### config.mk
export PLATFORM = sky130hd
export DESIGN_NAME = pipe_hazard_ctrl
export DESIGN_NICKNAME = d
export VERILOG_FILES = /design/src/rtl/core_pkg.sv /design/src/rtl/hazard_detect.sv /design/src/rtl/pipe_hazard_ctrl.sv
export SDC_FILE = /design/constraint.sdc
export NUM_CORES = 1
export LEC_CHECK = 0
export ABC_CLOCK_PERIOD_IN_PS = 5800
export CAP_MARGIN = 10
export CORE_UTILIZATION = 54
export CTS_CLUSTER_DIAMETER = 60
export DETAILED_ROUTE_END_ITERATION = 8
export PLACE_DENSITY = 0.94
export SLEW_MARGIN = 20
export SYNTH_ARGS = -nofsm -noshare
export SYNTH_HDL_FRONTEND = slang
export SYNTH_HIERARCHICAL = 1
export SYNTH_SLANG_ARGS = --single-unit
### constraint.sdc
create_clock -name clk -period 5.8 [get_ports clk]
set_input_delay 1.16 -clock clk [delete_from_list [all_inputs] [get_ports clk]]
set_output_delay 1.16 -clock clk [all_outputs]
set_load 0.01 [all_outputs]
### src/rtl/core_pkg.sv
`default_nettype none
// ============================================================================
// Module      : core_pkg
// Description : Shared RV32I core definitions used by the hazard controller,
//               the ID/EX operand latch and the memory stage.
//               - MEMOP_* : memOp encoding carried in the ID/EX latch
//               - ctrl_state_e : pipeline-control state encoding
//               - is_mem_op()  : true for ops that occupy data memory
// Revision    : 1.0 - initial release
// ============================================================================
package core_pkg;

  localparam logic [1:0] MEMOP_NONE  = 2'b00;
  localparam logic [1:0] MEMOP_LOAD  = 2'b01;
  localparam logic [1:0] MEMOP_STORE = 2'b10;

  typedef enum logic {
    RUN     = 1'b0,
    MEMWAIT = 1'b1
  } ctrl_state_e;

  // The reserved encoding 2'b11 behaves like MEMOP_NONE.
  function automatic logic is_mem_op(input logic [1:0] op);
    return (op == MEMOP_LOAD) || (op == MEMOP_STORE);
  endfunction

endpackage : core_pkg
`default_nettype wire

### src/rtl/hazard_detect.sv
`default_nettype none
// ============================================================================
// Module      : hazard_detect
// Description : Purely combinational load-use comparator. Flags when the
//               instruction in decode reads the destination of a load that
//               is currently held in the ID/EX latch.
// Ports       : idValid_i        decode holds a real instruction
//               idRs1_i/idRs2_i  decode source registers
//               idUseRs1_i/2_i   decode reads rs1 / rs2
//               exMemOp_i        memOp held in ID/EX
//               exRd_i           rd held in ID/EX
//               loadUse_o        load-use hazard present
// Revision    : 1.0 - initial release
// ============================================================================
module hazard_detect
  import core_pkg::*;
(
  input  logic       idValid_i,
  input  logic [4:0] idRs1_i,
  input  logic [4:0] idRs2_i,
  input  logic       idUseRs1_i,
  input  logic       idUseRs2_i,
  input  logic [1:0] exMemOp_i,
  input  logic [4:0] exRd_i,
  output logic       loadUse_o
);

  logic rs1Hit;
  logic rs2Hit;

  assign rs1Hit = idUseRs1_i && (idRs1_i == exRd_i);
  assign rs2Hit = idUseRs2_i && (idRs2_i == exRd_i);

  // x0 is hard-wired zero, so a load targeting it never creates a dependency.
  assign loadUse_o = idValid_i && (exMemOp_i == MEMOP_LOAD) &&
                     (exRd_i != 5'd0) && (rs1Hit || rs2Hit);

endmodule : hazard_detect
`default_nettype wire

### src/rtl/pipe_hazard_ctrl.sv
`default_nettype none
// ============================================================================
// Module      : pipe_hazard_ctrl
// Description : Stall/flush control for the IF/ID and ID/EX latches.
//               Handles load-use bubbles, multi-cycle data-memory waits,
//               control-flow redirects (including ones arriving mid-wait),
//               a sticky memory-timeout flag and a stall-cycle counter.
// Ports       : clk, reset_n (async, active low)
//               idValid, idRs1, idRs2, idUseRs1, idUseRs2  decode operands
//               exMemOp, exRd                               ID/EX contents
//               dmemReady                                   dmem completes
//               redirect                                    taken CF in EX
//               stallPc, stallIfId, stallIdEx               hold controls
//               flushIfId, flushIdEx                        bubble controls
//               memTimeout                                  sticky timeout
//               stallCycles                                 sat. stall count
// Revision    : 1.0 - initial release
// ============================================================================
module pipe_hazard_ctrl
  import core_pkg::*;
#(
  parameter int MAX_WAIT = 64,
  parameter int CNT_W    = 32
) (
  input  logic             clk,
  input  logic             reset_n,
  input  logic             idValid,
  input  logic [4:0]       idRs1,
  input  logic [4:0]       idRs2,
  input  logic             idUseRs1,
  input  logic             idUseRs2,
  input  logic [1:0]       exMemOp,
  input  logic [4:0]       exRd,
  input  logic             dmemReady,
  input  logic             redirect,
  output logic             stallPc,
  output logic             stallIfId,
  output logic             stallIdEx,
  output logic             flushIfId,
  output logic             flushIdEx,
  output logic             memTimeout,
  output logic [CNT_W-1:0] stallCycles
);

  localparam int               WCNT_W   = $clog2(MAX_WAIT + 1);
  localparam logic [WCNT_W-1:0] WAIT_MAX = WCNT_W'(MAX_WAIT);
  localparam logic [WCNT_W-1:0] WAIT_ONE = WCNT_W'(1);
  localparam logic [CNT_W-1:0]  CNT_ONE  = CNT_W'(1);

  ctrl_state_e       state_q,       state_d;
  logic [WCNT_W-1:0] waitCnt_q,     waitCnt_d;
  logic              redirPend_q,   redirPend_d;
  logic              memTimeout_q,  memTimeout_d;
  logic [CNT_W-1:0]  stallCycles_q, stallCycles_d;

  logic loadUse;
  logic memBusy;
  logic stallAll;
  logic flushAll;
  logic luBubble;

  hazard_detect u_hazard_detect (
    .idValid_i  (idValid),
    .idRs1_i    (idRs1),
    .idRs2_i    (idRs2),
    .idUseRs1_i (idUseRs1),
    .idUseRs2_i (idUseRs2),
    .exMemOp_i  (exMemOp),
    .exRd_i     (exRd),
    .loadUse_o  (loadUse)
  );

  assign memBusy = is_mem_op(exMemOp) && !dmemReady;

  always_comb begin
    state_d     = state_q;
    waitCnt_d   = waitCnt_q;
    redirPend_d = redirPend_q;
    stallAll    = 1'b0;
    flushAll    = 1'b0;
    luBubble    = 1'b0;

    case (state_q)
      RUN: begin
        if (memBusy) begin
          stallAll    = 1'b1;
          state_d     = MEMWAIT;
          waitCnt_d   = WAIT_ONE;
          redirPend_d = redirect;
        end else if (redirect) begin
          flushAll = 1'b1;
        end else if (loadUse) begin
          luBubble = 1'b1;
        end
      end
      MEMWAIT: begin
        if (!dmemReady) begin
          stallAll = 1'b1;
          if (waitCnt_q != WAIT_MAX) begin
            waitCnt_d = waitCnt_q + WAIT_ONE;
          end
          if (redirect) begin
            redirPend_d = 1'b1;
          end
        end else begin
          // The redirect is released only once the frozen pipe moves again.
          state_d     = RUN;
          waitCnt_d   = '0;
          redirPend_d = 1'b0;
          if (redirPend_q || redirect) begin
            flushAll = 1'b1;
          end else if (loadUse) begin
            luBubble = 1'b1;
          end
        end
      end
      default: begin
        state_d = RUN;
      end
    endcase

    memTimeout_d  = memTimeout_q || (waitCnt_d == WAIT_MAX);
    stallCycles_d = stallCycles_q;
    if ((stallAll || luBubble) && (stallCycles_q != '1)) begin
      stallCycles_d = stallCycles_q + CNT_ONE;
    end
  end

  always_ff @(posedge clk or negedge reset_n) begin
    if (!reset_n) begin
      state_q       <= RUN;
      waitCnt_q     <= '0;
      redirPend_q   <= 1'b0;
      memTimeout_q  <= 1'b0;
      stallCycles_q <= '0;
    end else begin
      state_q       <= state_d;
      waitCnt_q     <= waitCnt_d;
      redirPend_q   <= redirPend_d;
      memTimeout_q  <= memTimeout_d;
      stallCycles_q <= stallCycles_d;
    end
  end

  // During reset both latches are forced to bubbles and nothing is held.
  assign stallPc     = reset_n && (stallAll || luBubble);
  assign stallIfId   = reset_n && (stallAll || luBubble);
  assign stallIdEx   = reset_n && stallAll;
  assign flushIfId   = !reset_n || flushAll;
  assign flushIdEx   = !reset_n || flushAll || luBubble;
  assign memTimeout  = memTimeout_q;
  assign stallCycles = stallCycles_q;

endmodule : pipe_hazard_ctrl
`default_nettype wire

; ---- Yosys cells after proc, flatten, opt, wreduce, memory -nomap -nowiden
; Cells that the tools add are included.
[classes]
muxes = 22
addsub = 2
n_reduce_logical = 20
eq_ne = 9
bitwise_logic = 1
[ops]
columns = cell, count
row1 = "adder 32 x 1 -> 32 bit, second input constant", 1
row2 = "!= test 32 bit, second input constant", 1
row3 = two-way mux 7 bit, 3
row4 = two-way mux 1 bit, 14
row5 = case mux 7 bit (2 select lines), 1
row6 = equality test 5 bit, 2
row7 = logical AND 1 bit, 9
row8 = case mux 1 bit (2 select lines), 4
row9 = "adder 7 x 1 -> 7 bit, second input constant", 1
row10 = "equality test 7 bit, second input constant", 1
row11 = logical OR 1 bit, 7
row12 = "!= test 7 bit, second input constant", 1
row13 = nonzero test 5 bit, 1
row14 = "!= test 3 bit, second input constant", 1
row15 = "equality test 2 x 1 -> 1 bit, second input constant", 1
row16 = "equality test 2 bit, second input constant", 1
row17 = logical NOT 1 bit, 2
row18 = "!= test 2 bit, second input constant", 1
row19 = AND reduction 2 bit, 1
row20 = NOT 1 bit, 1
[word_totals]
word_cells = 59
ff_bits = 42

; ---- Logic depth before layout (Yosys ltp)
; Gate-level depths: netlist (run 1).
[logic_depth]
ltp_word = 10
depth_mapped = 10
depth_no_buf = 9

; ---- Modules after synthesis
; The synthesis (run 1) kept the hierarchy.
[by_module_without_submodules]
columns = module, cells_per_inst, instances, area_each_um2
row1 = pipe_hazard_ctrl, 245, 1, 2398.6
row2 = hazard_detect, 19, 1, 141.4

; ---- Least setup slack after synthesis (run 1)
; No wires, ideal clock.
[synth_path]
kind = in2out
from = input exRd[0]
to = output stallPc
required_ns = 4.640
path_stages = 8
setup_slack_ns = 2.077
path_buffers = 1
arrival_time_ns = 2.563
path_cell_list = xor2_1 nor4_2 nand3_1 a21oi_1 nand2b_1 o21ai_1 and3_1 buf_4
[synth_via]
elab_chain_len = 10
word_cells_on_any_way = 16
cone_classes = eq/ne: 2 / mux: 6 / reduce/logical: 8
[synth_rtl]
columns = element, line
row1 = from (decl), pipe_hazard_ctrl.sv:33  ; input logic [4:0] exRd,
row2 = "equality test 5 bit, on equally long branches", "hazard_detect.sv:31, hazard_detect.sv:32"
row3 = "logical AND 1 bit, on equally long branches", "hazard_detect.sv:31, hazard_detect.sv:32"
row4 = logical OR 1 bit, hazard_detect.sv:36  ; (exRd_i != 5'd0) && (rs1Hit || rs2Hit);
row5 = logical AND 1 bit *, hazard_detect.sv:36
row6 = net loadUse, pipe_hazard_ctrl.sv:56  ; logic loadUse;
row7 = two-way mux 1 bit *, "pipe_hazard_ctrl.sv:92, pipe_hazard_ctrl.sv:112"
row8 = "two-way mux 1 bit, on equally long branches", "pipe_hazard_ctrl.sv:110, pipe_hazard_ctrl.sv:90"
row9 = "two-way mux 1 bit, on equally long branches", "pipe_hazard_ctrl.sv:97, pipe_hazard_ctrl.sv:85"
row10 = case mux 1 bit (2 select lines) *, pipe_hazard_ctrl.sv:83  ; case (state_q)
row11 = logical OR 1 bit *, n/a
row12 = logical AND 1 bit *, n/a
row13 = to (decl), pipe_hazard_ctrl.sv:36  ; output logic stallPc,
; Mark *: on every way through the listed nets, which the timed path passes. The rest lies on a longest branch.

; ---- Worst setup path after layout (run 1)
[layout_path]
from = input exRd[1]
to = output stallPc
[layout_via]
elab_chain_len = 10
word_cells_on_any_way = 16
cone_classes = eq/ne: 2 / mux: 6 / reduce/logical: 8
[layout_rtl]
columns = element, line
row1 = "equality test 5 bit, on equally long branches", "hazard_detect.sv:31, hazard_detect.sv:32"
row2 = "logical AND 1 bit, on equally long branches", "hazard_detect.sv:31, hazard_detect.sv:32"
row3 = logical OR 1 bit, hazard_detect.sv:36
row4 = logical AND 1 bit *, hazard_detect.sv:36
row5 = net loadUse, pipe_hazard_ctrl.sv:56
row6 = two-way mux 1 bit *, "pipe_hazard_ctrl.sv:92, pipe_hazard_ctrl.sv:112"
row7 = "two-way mux 1 bit, on equally long branches", "pipe_hazard_ctrl.sv:110, pipe_hazard_ctrl.sv:90"
row8 = "two-way mux 1 bit, on equally long branches", "pipe_hazard_ctrl.sv:97, pipe_hazard_ctrl.sv:85"
row9 = case mux 1 bit (2 select lines) *, pipe_hazard_ctrl.sv:83
row10 = logical OR 1 bit *, pipe_hazard_ctrl.sv:146  ; assign stallPc = reset_n && (stallAll || luBubble);
row11 = logical AND 1 bit *, pipe_hazard_ctrl.sv:146
; Marks and branches as above.

==> impl_results.md, run 1 <==
* Outcome: finished with violations
* Failing checks: design-rule violations
* Max Cap Viol at 0
* Time the final worst path needs with I/O delays and setup at ~4800 ps
* GRT Overall Usage at about a quarter
* Post-synthesis simple-gate area fraction at between 20% and 30%
* Critical register-to-register path startpoint: stallCycles[0]
* Sort of element at the end of the critical path: output pin
* Core area at roughly 0.0044 mm²
* Fill cell instance count of the final layout at roughly 310
* Antenna diodes at 0
* Endpoint required time on the critical path at 4640 ps
* Number of sinks handled by clock tree synthesis at 42
* Fmax at approximately 0.21 GHz
* Final GP Congestion at 0.8894
* Largest family of logic cells by synthesized area: simple AND/OR/NAND/NOR gates
* Leading cell type in the layout, fill and taps excluded: sky130_fd_sc_hd__clkdlybuf4s50_1
* Hold path endpoint: memTimeout
* Mux cell area share after synthesis at less than 1%
* Number of vias in the routed layout at between 2000 and 2500
* Signal arrival time at the worst endpoint at 3620 ps
* Fraction of final layout cells with drive strength greater than 1 at roughly 7.9%
* Resized Gates After CTS at 0
* Drt initial violations at just over 200
* Number of unique standard cell types used by synthesis at 59
* Count of state elements after synthesis at between 40 and 50
* Core occupancy in the finished layout at about 74%
* Fraction of the mapped netlist area in compound gates at 10.44%
* DRC errors left at 4
* Total iterations of the first detailed-routing run at 7
* Power dissipated by switching net loads at around 0.00021 W
* Adder-cell share of the synthesized area at about 1.5%
* Type of element launching the critical path: input port
* Post-synth net total at a little under 300
* Final count of hold timing violations at 0
* Global-route wire length before repair at 9639 µm
* Worst rel slew slack at 64.24%
* CP Max Fanout at 7
* Reg-to-Reg End: stallCycles[1]
* HPWL after detailed placement at about 4400 µm
* Power share of the clock group at between 20% and 30%
* Total global routing overflow at 0
* Number of instances in the synthesized netlist at roughly 260
* Routed WL per cell at ~15 µm
* Post-CTS setup-driven buffer insertion count at 0
* Total Routed Length at just under 6000 µm
* Clock tree root buffer cell: sky130_fd_sc_hd__clkbuf_8
* EDFF count, synth at 0
* Clock Latency Late Sink at 300 ps
* Die outline width at about 70 µm
* Worst hold path startpoint: memTimeout
* Power density cells at ~210 mW/mm²
* Initial antenna violation count at 0
* PnR Total Power at 0.0007009 W
* Die Outline Area at roughly 0.0050 mm²
* Worst hold path depth at 2
* Post-detailed-placement cell area at 0.003184 mm²
* Post-route cell area at 0.003271 mm²
* CTS tree: built
* Sequential cell area fraction in the yosys report at 41.38%
* Async SR Flop Fraction at between 90% and 100%
* HP Class: reg2reg
* Count of endpoints failing setup in the final report at 0
* Worst R2R Setup Slack at between 3000 and 4000 ps
* Summed instance area of the synthesized netlist at ~0.0025 mm²
* Setup repair after global routing missed its margin: no
* Number of slew-limit violations in the final report at 0
* Longest Clk Path Bufs at 2
* Critical Setup Path Class: in2out
* CTS H-tree lvls at 2
* Total number of yosys warnings at 6
* Placed cell count at 372
* Die height at ~71 µm
* Initial cell density of the core at between 50% and 60%
* TNS Setup at 0 ps
* Main synth FF type: sky130_fd_sc_hd__dfrtp_1
* Via count of the first global-routing pass at ~2100
* Worst-case reg-to-reg path depth at 6
* Combined area of the multi-input logic cells at between 0.001 and 0.0015 mm²
* Number of placed I/O pins at 62
* Final critical-path share of the clock period at 82.35%
* Sw Ratio at just under 30%
* Fraction of power consumed by combinational cells at between 20% and 30%
* Slew of the pin with the lowest slew margin at about 540 ps
* Average footprint of a synthesized cell at 9.621 µm²
* Xor/xnor cell area share of the yosys netlist at 14.48%
* Leak Pwr at approximately 1.3 nW
* Register Area at between 0.001 and 0.0015 mm²
* Clock buffer count from CTS at 5
* Vias per std cell at ~6
* Non-filler cells in the finished layout at between 300 and 400
* Clock-pin slew reported for the worst setup and hold paths after clock tree synthesis at ~80 ps
* Pin count of the biggest net entering global routing at 47
* Peak ir drop on the vdd network at just under 0.2 mV
* Highest-count cells in the layout ignoring fill and taps: sky130_fd_sc_hd__clkdlybuf4s50_1 (60), sky130_fd_sc_hd__dfrtp_1 (42), sky130_fd_sc_hd__nand3_1 (30), sky130_fd_sc_hd__xnor2_1 (29), sky130_fd_sc_hd__nand2_1 (20)
* Number of nets in the final layout at approximately 350
* Number of hold buffers added after cts at 0
* Site row count at 24
* Area growth from synthesis to final layout at 28.77%
* Count of buffers inserted at the top-level ports at 61
* Post-route antenna net violation count at 0
* Portion of total power attributed to sequential cells at between 50% and 60%
* Cell Int Power at 0.0004932 W
* Worst Clk Skew at 9.154 ps
-- flip-flops by register name, summed over array words and instances (netlist names) --
| signal | count |
|---|---|
| memTimeout | 1 |
| redirPend_q | 1 |
| stallCycles | 32 |
| state_q | 1 |
| waitCnt_q | 7 |
-- layout make-up --
type / instances / share of cell area (%)
clock inverter: 2 / 0.4208
timing repair buffer: 62 / 18.75
multi-input combinational: 207 / 43.46
sequential: 42 / 32.13
tap: 52 / 1.989
clock buffer: 6 / 2.219
inverter: 9 / 1.033
-- kinds of logic (layout without fill, tap and decap cells) --
logic type	after synthesis	in the layout
AO/OA/AOI/OAI	38	38
multiplexers	2	2
XOR/XNOR	42	42
AND/OR/NAND/NOR	122	122
buffers and inverters	15	79
adder cells (fa/ha/maj)	3	3
flip-flops	42	42
-- layer usage --
layer	routed length [µm]	global-route usage [%]	up-vias
li1	-	-	1079
met2	2916	42.39	112
met5	0	0	-
met4	53	6.000	0
met3	408	5.983	6
met1	2422	31.98	1081
-- through the flow --
step / setup slack, ps / hold WS, ps
6_report: 1024 / 461.0
5_1_grt: 867.3 / 509.5
3_3_place_gp: 1115 / 443.4
2_1_floorplan: 2077 / 502.1
4_1_cts: 1024 / 467.5
3_5_place_dp: 1031 / 449.4
-- critical path, stage by stage --
cell,delay (ps)
sky130_fd_sc_hd__clkdlybuf4s50_1,480
sky130_fd_sc_hd__xor2_1,190
sky130_fd_sc_hd__nor4_1,280
sky130_fd_sc_hd__nand3_1,110
sky130_fd_sc_hd__a21oi_1,180
sky130_fd_sc_hd__nand2b_1,90
sky130_fd_sc_hd__o21ai_1,310
sky130_fd_sc_hd__and3_1,260
sky130_fd_sc_hd__clkdlybuf4s50_1,550
-- cell usage after synthesis, types with 2 or more instances --
| library cell | n | area (µm²) |
|---|---|---|
| sky130_fd_sc_hd__dfrtp_1 | 42 | 1051 |
| sky130_fd_sc_hd__nand3_1 | 30 | 150.1 |
| sky130_fd_sc_hd__xnor2_1 | 29 | 254.0 |
| sky130_fd_sc_hd__nand2_1 | 20 | 75.07 |
| sky130_fd_sc_hd__nor2_1 | 13 | 48.80 |
| sky130_fd_sc_hd__xor2_1 | 13 | 113.9 |
| sky130_fd_sc_hd__o21ai_0 | 12 | 60.06 |
| sky130_fd_sc_hd__inv_1 | 9 | 33.78 |
| sky130_fd_sc_hd__nand4_1 | 9 | 56.30 |
| sky130_fd_sc_hd__nor3_1 | 8 | 40.04 |
| sky130_fd_sc_hd__and3_1 | 7 | 43.79 |
| sky130_fd_sc_hd__a21oi_1 | 5 | 25.02 |
| sky130_fd_sc_hd__and2_1 | 5 | 31.28 |
| sky130_fd_sc_hd__ha_1 | 3 | 37.54 |
| sky130_fd_sc_hd__nor2b_1 | 3 | 18.77 |
| sky130_fd_sc_hd__nor4_1 | 3 | 18.77 |
| sky130_fd_sc_hd__or3_1 | 3 | 18.77 |
| sky130_fd_sc_hd__a211o_1 | 2 | 17.52 |
| sky130_fd_sc_hd__a211oi_1 | 2 | 15.01 |
| sky130_fd_sc_hd__a31oi_1 | 2 | 12.51 |
| sky130_fd_sc_hd__and4_1 | 2 | 17.52 |
| sky130_fd_sc_hd__buf_2 | 2 | 10.01 |
| sky130_fd_sc_hd__nand2b_1 | 2 | 12.51 |
| sky130_fd_sc_hd__nand4_2 | 2 | 25.02 |
| sky130_fd_sc_hd__o21ai_1 | 2 | 10.01 |
-- how the worst max path moves through the flow --
| stage | endpoint | start | depth (start not counted) |
|---|---|---|---|
| 4_1_cts | stallPc | exRd[1] | 9 |
| 6_report | stallPc | exRd[1] | 9 |
| 5_1_grt | stallPc | exRd[1] | 9 |
| 2_1_floorplan | stallPc | exRd[0] | 8 |
| 3_5_place_dp | stallPc | exRd[1] | 9 |
| 3_3_place_gp | stallIfId | exRd[0] | 9 |
-- power groups by stage --
stage / clock network, W / logic (W) / registers [W]
finish: 0.000186 / 0.000163 / 0.000352
CTS: 0.000188 / 0.000165 / 0.000351
floorplan: 0 / 0.0000735 / 0.000359
global route: 0.000200 / 0.000180 / 0.000355
detailed placement: 0 / 0.000165 / 0.000357
global placement: 0 / 0.000159 / 0.000354
No activity file was read; power rests on OpenSTA's default activity.
==> run 2, diff against run 1 <==
- ABC_CLOCK_PERIOD_IN_PS: 5800 -> 4500
- CORE_UTILIZATION: 54 -> 50
- PLACE_DENSITY: 0.94 -> 0.89
- clock period: 5.8 -> 4.5 ns (I/O delays scaled with it)
==> run 2 against run 1 <==
The run now ends clean; register-to-register slack worse by 1300 ps; worst setup slack got worse by 660 ps; final area grew 0.96%; worst hold slack gained 5.9 ps; clock skew down 2.6 ps; clock-buffer cell count rose by 1; final cell count increased by 4.2%; critical path type unchanged; critical path depth is the same; first-iteration DRC count is 14% lower; flip-flop and latch count is the same.
==> impl_results.md, run 2 (same netlist as run 1, synthesis figures left out) <==
* Outcome: finished clean (was finished with violations)
* Die outline width at 73.28 µm (was 70.58 µm)
* Clock tree root buffer cell: sky130_fd_sc_hd__clkbuf_8 (unchanged)
* Post-CTS setup-driven buffer insertion count at 0 (unchanged)
* Total iterations of the first detailed-routing run at 4 (was 7)
* Clock-pin slew reported for the worst setup and hold paths after clock tree synthesis at 80 ps (about the same)
* Resized Gates After CTS at 0 (unchanged)
* Fraction of final layout cells with drive strength greater than 1 at 8.207% (was 7.927%)
* Combined area of the multi-input logic cells at 0.001421 mm² (unchanged)
* Slew of the pin with the lowest slew margin at 469.0 ps (was 536.4 ps)
* Worst Clk Skew at 6.591 ps (was 9.154 ps)
* Signal arrival time at the worst endpoint at 3230 ps (was 3620 ps)
* Final critical-path share of the clock period at 91.89%
* Register Area at 0.001051 mm² (unchanged)
* Pin count of the biggest net entering global routing at 25 (was 47)
* Endpoint required time on the critical path at 3600 ps (was 4640 ps)
* GRT Overall Usage at 23.07% (was 24.74%)
* Leading cell type in the layout, fill and taps excluded: sky130_fd_sc_hd__clkdlybuf4s50_1 (unchanged)
* Number of hold buffers added after cts at 0 (unchanged)
* CTS tree: built (unchanged)
* Initial cell density of the core at 52.73% (was 57.15%)
* Time the final worst path needs with I/O delays and setup at around 4100 ps
* Power density cells at 276.5 mW/mm² (was 214.3 mW/mm²)
* Count of buffers inserted at the top-level ports at 61 (unchanged)
* Worst rel slew slack at 68.74% (was 64.24%)
* CTS H-tree lvls at 2 (unchanged)
* Drt initial violations at 176 (was 205)
* Post-detailed-placement cell area at 0.003211 mm² (was 0.003184 mm²)
* DRC errors left at 0 (was 4)
* PnR Total Power at 0.0009130 W (was 0.0007009 W)
* Area growth from synthesis to final layout at 30.00% (was 28.77%)
* HPWL after detailed placement at 4319 µm (was 4396 µm)
* Clock buffer count from CTS at 5 (unchanged)
* Longest Clk Path Bufs at 2 (unchanged)
* Peak ir drop on the vdd network at 0.1836 mV (was 0.1977 mV)
* Vias per std cell at 5.687 (was 5.995)
* Number of placed I/O pins at 62 (unchanged)
* Sort of element at the end of the critical path: output pin (unchanged)
* Number of vias in the routed layout at 2252 (was 2278)
* Number of sinks handled by clock tree synthesis at 42 (unchanged)
* Final count of hold timing violations at 0 (unchanged)
* Leak Pwr at 1.352 nW (was 1.344 nW)
* HP Class: reg2reg (unchanged)
* CP Max Fanout at 7 (unchanged)
* Fill cell instance count of the final layout at 378 (was 314)
* Count of endpoints failing setup in the final report at 0 (unchanged)
* Max FFs per register at 32 (unchanged)
* Routed WL per cell at 14.35 µm (was 15.26 µm)
* Global-route wire length before repair at 9453 µm (was 9639 µm)
* Smallest setup slack after layout at 365.1 ps (was 1024 ps)
* Number of slew-limit violations in the final report at 0 (unchanged)
* Die height at 73.28 µm (was 70.58 µm)
* Core area at 0.004817 mm² (was 0.004444 mm²)
* TNS Setup at 0 ps (unchanged)
* Final GP Congestion at 0.8529 (was 0.8894)
* Type of element launching the critical path: input port (unchanged)
* Fmax at ~0.24 GHz
* Critical Setup Path Class: in2out (unchanged)
* Antenna diodes at 0 (unchanged)
* Post-route antenna net violation count at 0 (unchanged)
* Clock Latency Late Sink at 290 ps (was 300 ps)
* Die Outline Area at 0.005369 mm² (was 0.004982 mm²)
* Total Routed Length at 5683 µm (was 5800 µm)
* Highest-count cells in the layout ignoring fill and taps: sky130_fd_sc_hd__clkdlybuf4s50_1 (60), sky130_fd_sc_hd__dfrtp_1 (42), sky130_fd_sc_hd__nand3_1 (30), sky130_fd_sc_hd__xnor2_1 (29), sky130_fd_sc_hd__nand2_1 (20) (unchanged)
* Via count of the first global-routing pass at 2129 (was 2141)
* Total global routing overflow at 0 (unchanged)
* DP Worst Slack at 354.4 ps (was 1031 ps)
* Max Cap Viol at 0 (unchanged)
* Number of nets in the final layout at 355 (was 354)
* Site row count at 25 (was 24)
* Initial antenna violation count at 0 (unchanged)
* Setup repair after global routing missed its margin: no (unchanged)
* Post-route cell area at 0.003302 mm² (was 0.003271 mm²)
run 2: critical path: stages:
cell                              delay [ps]
sky130_fd_sc_hd__clkdlybuf4s50_1         460
sky130_fd_sc_hd__xor2_1                  200
sky130_fd_sc_hd__nor4_1                  300
sky130_fd_sc_hd__nand3_1                 110
sky130_fd_sc_hd__a21oi_1                 190
sky130_fd_sc_hd__nand2b_1                100
sky130_fd_sc_hd__nand3_1                 180
sky130_fd_sc_hd__and3_1                  230
sky130_fd_sc_hd__clkdlybuf4s50_1         550
run 2: final timing paths:
path / depth (start not counted) / endpoint / from / slack, ps
min in group asynchronous: 1 / state_q / reset_n / 550
min: 2 / memTimeout / memTimeout / 470
max reg2reg: 6 / stallCycles[1] / stallCycles[0] / 2340
min reg2reg: 2 / memTimeout / memTimeout / 470
max in group asynchronous: 2 / stallCycles[16] / reset_n / 3280
max: 9 / stallIfId / exRd[3] / 370
run 2: area by class of cell:
cell class / count / area share, %
Clock inverter: 1 / 0.1516
Timing Repair Buffer: 63 / 18.79
Sequential cell: 42 / 31.83
Inverter: 9 / 1.023
Clock buffer: 7 / 2.615
Multi-Input combinational cell: 207 / 43.05
Tap cell: 67 / 2.539
run 2: metal layers:
layer / track usage [%] / part of all wire [%] / vias to the layer above
met5: 0 / 0 / -
met4: 8.279 / 1.8 / 0
met3: 6.447 / 7.9 / 11
met2: 38.48 / 49 / 110
met1: 28.60 / 42 / 1043
li1: - / - / 1088
run 2: power by group:
part	internal, W	switching [W]
clock	0.000124	0.000124
combinational	0.000117	0.0000945
sequential	0.000410	0.0000435
total	0.000651	0.000262
run 2: through the flow:
step,std cells,utilization [%],hold WS [ps]
final,396,68.55,466.9
after global routing,396,68.55,497.2
after CTS,396,68.55,473.7
after detailed placement,388,66.65,451.5
after global placement,388,66.65,444.4
after floorplan,264,-,502.1
==> run 3, diff against run 2 <==
- CORE_UTILIZATION: 50 -> 35
- PLACE_DENSITY: 0.89 -> 0.68
==> run 3 against run 2 <==
Combinational power about the same; largest power group unchanged; total power is 0.37% higher; critical path depth stayed put; worst hold slack gained 0.86 ps; first-iteration DRC count is 15% higher; critical endpoint unchanged; sequential power hardly changed; utilization is 20 points lower; die area up 42%; final cell count increased by 7.3%; worst setup slack worse by 39 ps; routed wire length up 4.8%.
==> impl_results.md, run 3 (same netlist as run 1, synthesis figures left out) <==
* Max Cap Viol at 0 (unchanged)
* Die Outline Area at 0.007601 mm² (was 0.005369 mm²)
* Leak Pwr at 1.348 nW (was 1.352 nW)
* Count of buffers inserted at the top-level ports at 61 (unchanged)
* Post-detailed-placement cell area at 0.003247 mm² (was 0.003211 mm²)
* Final count of hold timing violations at 0 (unchanged)
* Number of placed I/O pins at 62 (unchanged)
* Slew of the pin with the lowest slew margin at 540.9 ps (was 469.0 ps)
* Clock-pin slew reported for the worst setup and hold paths after clock tree synthesis at 90 ps (was 80 ps)
* Clock tree root buffer cell: sky130_fd_sc_hd__clkbuf_8 (unchanged)
* Site row count at 30 (was 25)
* Via count of the first global-routing pass at 2151 (was 2129)
* CTS H-tree lvls at 2 (unchanged)
* CP Max Fanout at 7 (unchanged)
* Max FFs per register at 32 (unchanged)
* Highest-count cells in the layout ignoring fill and taps: sky130_fd_sc_hd__clkdlybuf4s50_1 (60), sky130_fd_sc_hd__dfrtp_1 (42), sky130_fd_sc_hd__nand3_1 (30), sky130_fd_sc_hd__xnor2_1 (29), sky130_fd_sc_hd__nand2_1 (20) (unchanged)
* WHS at 467.8 ps (was 466.9 ps)
* GRT Overall Usage at 17.39% (was 23.07%)
* Smallest setup slack after layout at 325.7 ps (was 365.1 ps)
* Final critical-path share of the clock period at 92.76% (was 91.89%)
* Worst Clk Skew at 4.216 ps (was 6.591 ps)
* Routed WL per cell at 14.02 µm (was 14.35 µm)
* Power density cells at 274.6 mW/mm² (was 276.5 mW/mm²)
* Die outline width at 87.19 µm (was 73.28 µm)
* Number of sinks handled by clock tree synthesis at 42 (unchanged)
* Global-route wire length before repair at 10280 µm (was 9453 µm)
* Worst R2R Setup Slack at 2320 ps (was 2340 ps)
* Pin count of the biggest net entering global routing at 43 (was 25)
* Area growth from synthesis to final layout at 31.38% (was 30.00%)
* Total iterations of the first detailed-routing run at 4 (unchanged)
* Number of slew-limit violations in the final report at 0 (unchanged)
* Outcome: finished clean (unchanged)
* Post-route antenna net violation count at 0 (unchanged)
* Total global routing overflow at 0 (unchanged)
* Sort of element at the end of the critical path: output pin (unchanged)
* Leading cell type in the layout, fill and taps excluded: sky130_fd_sc_hd__clkdlybuf4s50_1 (unchanged)
* Resized Gates After CTS at 0 (unchanged)
* DRC errors left at 0 (unchanged)
* Clock Latency Late Sink at 300 ps (was 290 ps)
* Fraction of final layout cells with drive strength greater than 1 at 8.511% (was 8.207%)
* PnR Total Power at 0.0009163 W (was 0.0009130 W)
* Drt initial violations at 203 (was 176)
* Number of hold buffers added after cts at 0 (unchanged)
* Final GP Congestion at 0.8347 (was 0.8529)
* TNS Setup at 0 ps (unchanged)
* Post-CTS setup-driven buffer insertion count at 0 (unchanged)
* DP Worst Slack at 307.2 ps (was 354.4 ps)
* Total Routed Length at 5957 µm (was 5683 µm)
* Post-route cell area at 0.003337 mm² (was 0.003302 mm²)
* Initial cell density of the core at 36.78% (was 52.73%)
* Setup repair after global routing missed its margin: no (unchanged)
* Worst rel slew slack at 63.94% (was 68.74%)
* Count of endpoints failing setup in the final report at 0 (unchanged)
* Type of element launching the critical path: input port (unchanged)
* Peak ir drop on the vdd network at 0.2251 mV (was 0.1836 mV)
* Clock buffer count from CTS at 5 (unchanged)
* Antenna diodes at 0 (unchanged)
* Number of vias in the routed layout at 2231 (was 2252)
* Critical Setup Path Class: in2out (unchanged)
* Initial antenna violation count at 0 (unchanged)
* Die height at 87.19 µm (was 73.28 µm)
* Fill cell instance count of the final layout at 674 (was 378)
* Time the final worst path needs with I/O delays and setup at 4174 ps (was 4135 ps)
* Endpoint required time on the critical path at 3600 ps (about the same)
* Core area at 0.006907 mm² (was 0.004817 mm²)
* CTS tree: built (unchanged)
* Fmax at 0.2396 GHz (was 0.2418 GHz)
* Longest Clk Path Bufs at 2 (unchanged)
* HPWL after detailed placement at 4412 µm (was 4319 µm)
* HP Class: reg2reg (unchanged)
* Vias per std cell at 5.249 (was 5.687)
* Signal arrival time at the worst endpoint at 3270 ps (was 3230 ps)
* Number of nets in the final layout at 355 (unchanged)
-- run 3: metal layers --
metal	vias up	global-route usage (%)	part of all wire [%]	routed length [µm]
met5	-	0	0	0
met4	0	5.365	1.3	78
met3	5	3.886	6.2	368
met2	81	29.06	47	2825
met1	1059	22.47	45	2683
li1	1086	-	-	-
-- run 3: through the flow --
step	util, %	std cells
after floorplan	-	264
after global placement	47.01	417
after detailed placement	47.01	417
after CTS	48.32	425
after global routing	48.32	425
final	48.32	425
-- run 3: power breakdown --
part           internal (W)  total (W)  switching (W)
clock              0.000109   0.000253       0.000143
combinational      0.000117   0.000211      0.0000933
sequential         0.000410   0.000453      0.0000435
-- run 3: worst paths after layout --
check / depth (start not counted) / from / endpoint
max: 9 / exRd[1] / stallIfId
min: 2 / memTimeout / memTimeout
max reg2reg: 6 / stallCycles[0] / stallCycles[1]
min reg2reg: 2 / memTimeout / memTimeout
max in group asynchronous: 2 / reset_n / stallCycles[14]
min in group asynchronous: 2 / reset_n / waitCnt_q[6]
-- run 3: layout make-up --
cell class,count,area [µm²],area share (%)
multi-input combinational,207,1421,42.59
timing repair buffer,63,620.6,18.60
clock inverter,3,21.27,0.6374
tap,96,120.1,3.600
sequential,42,1051,31.50
inverter,9,33.78,1.012
clock buffer,5,68.82,2.062
-- run 3: critical path: stages --
cell and delay [ps]:
sky130_fd_sc_hd__clkdlybuf4s50_1 470, sky130_fd_sc_hd__xor2_1 180, sky130_fd_sc_hd__nor4_1 330, sky130_fd_sc_hd__nand3_1 130
sky130_fd_sc_hd__a21oi_1 200, sky130_fd_sc_hd__nand2b_1 100, sky130_fd_sc_hd__nand3_1 200, sky130_fd_sc_hd__and3_1 220
sky130_fd_sc_hd__clkdlybuf4s50_1 550
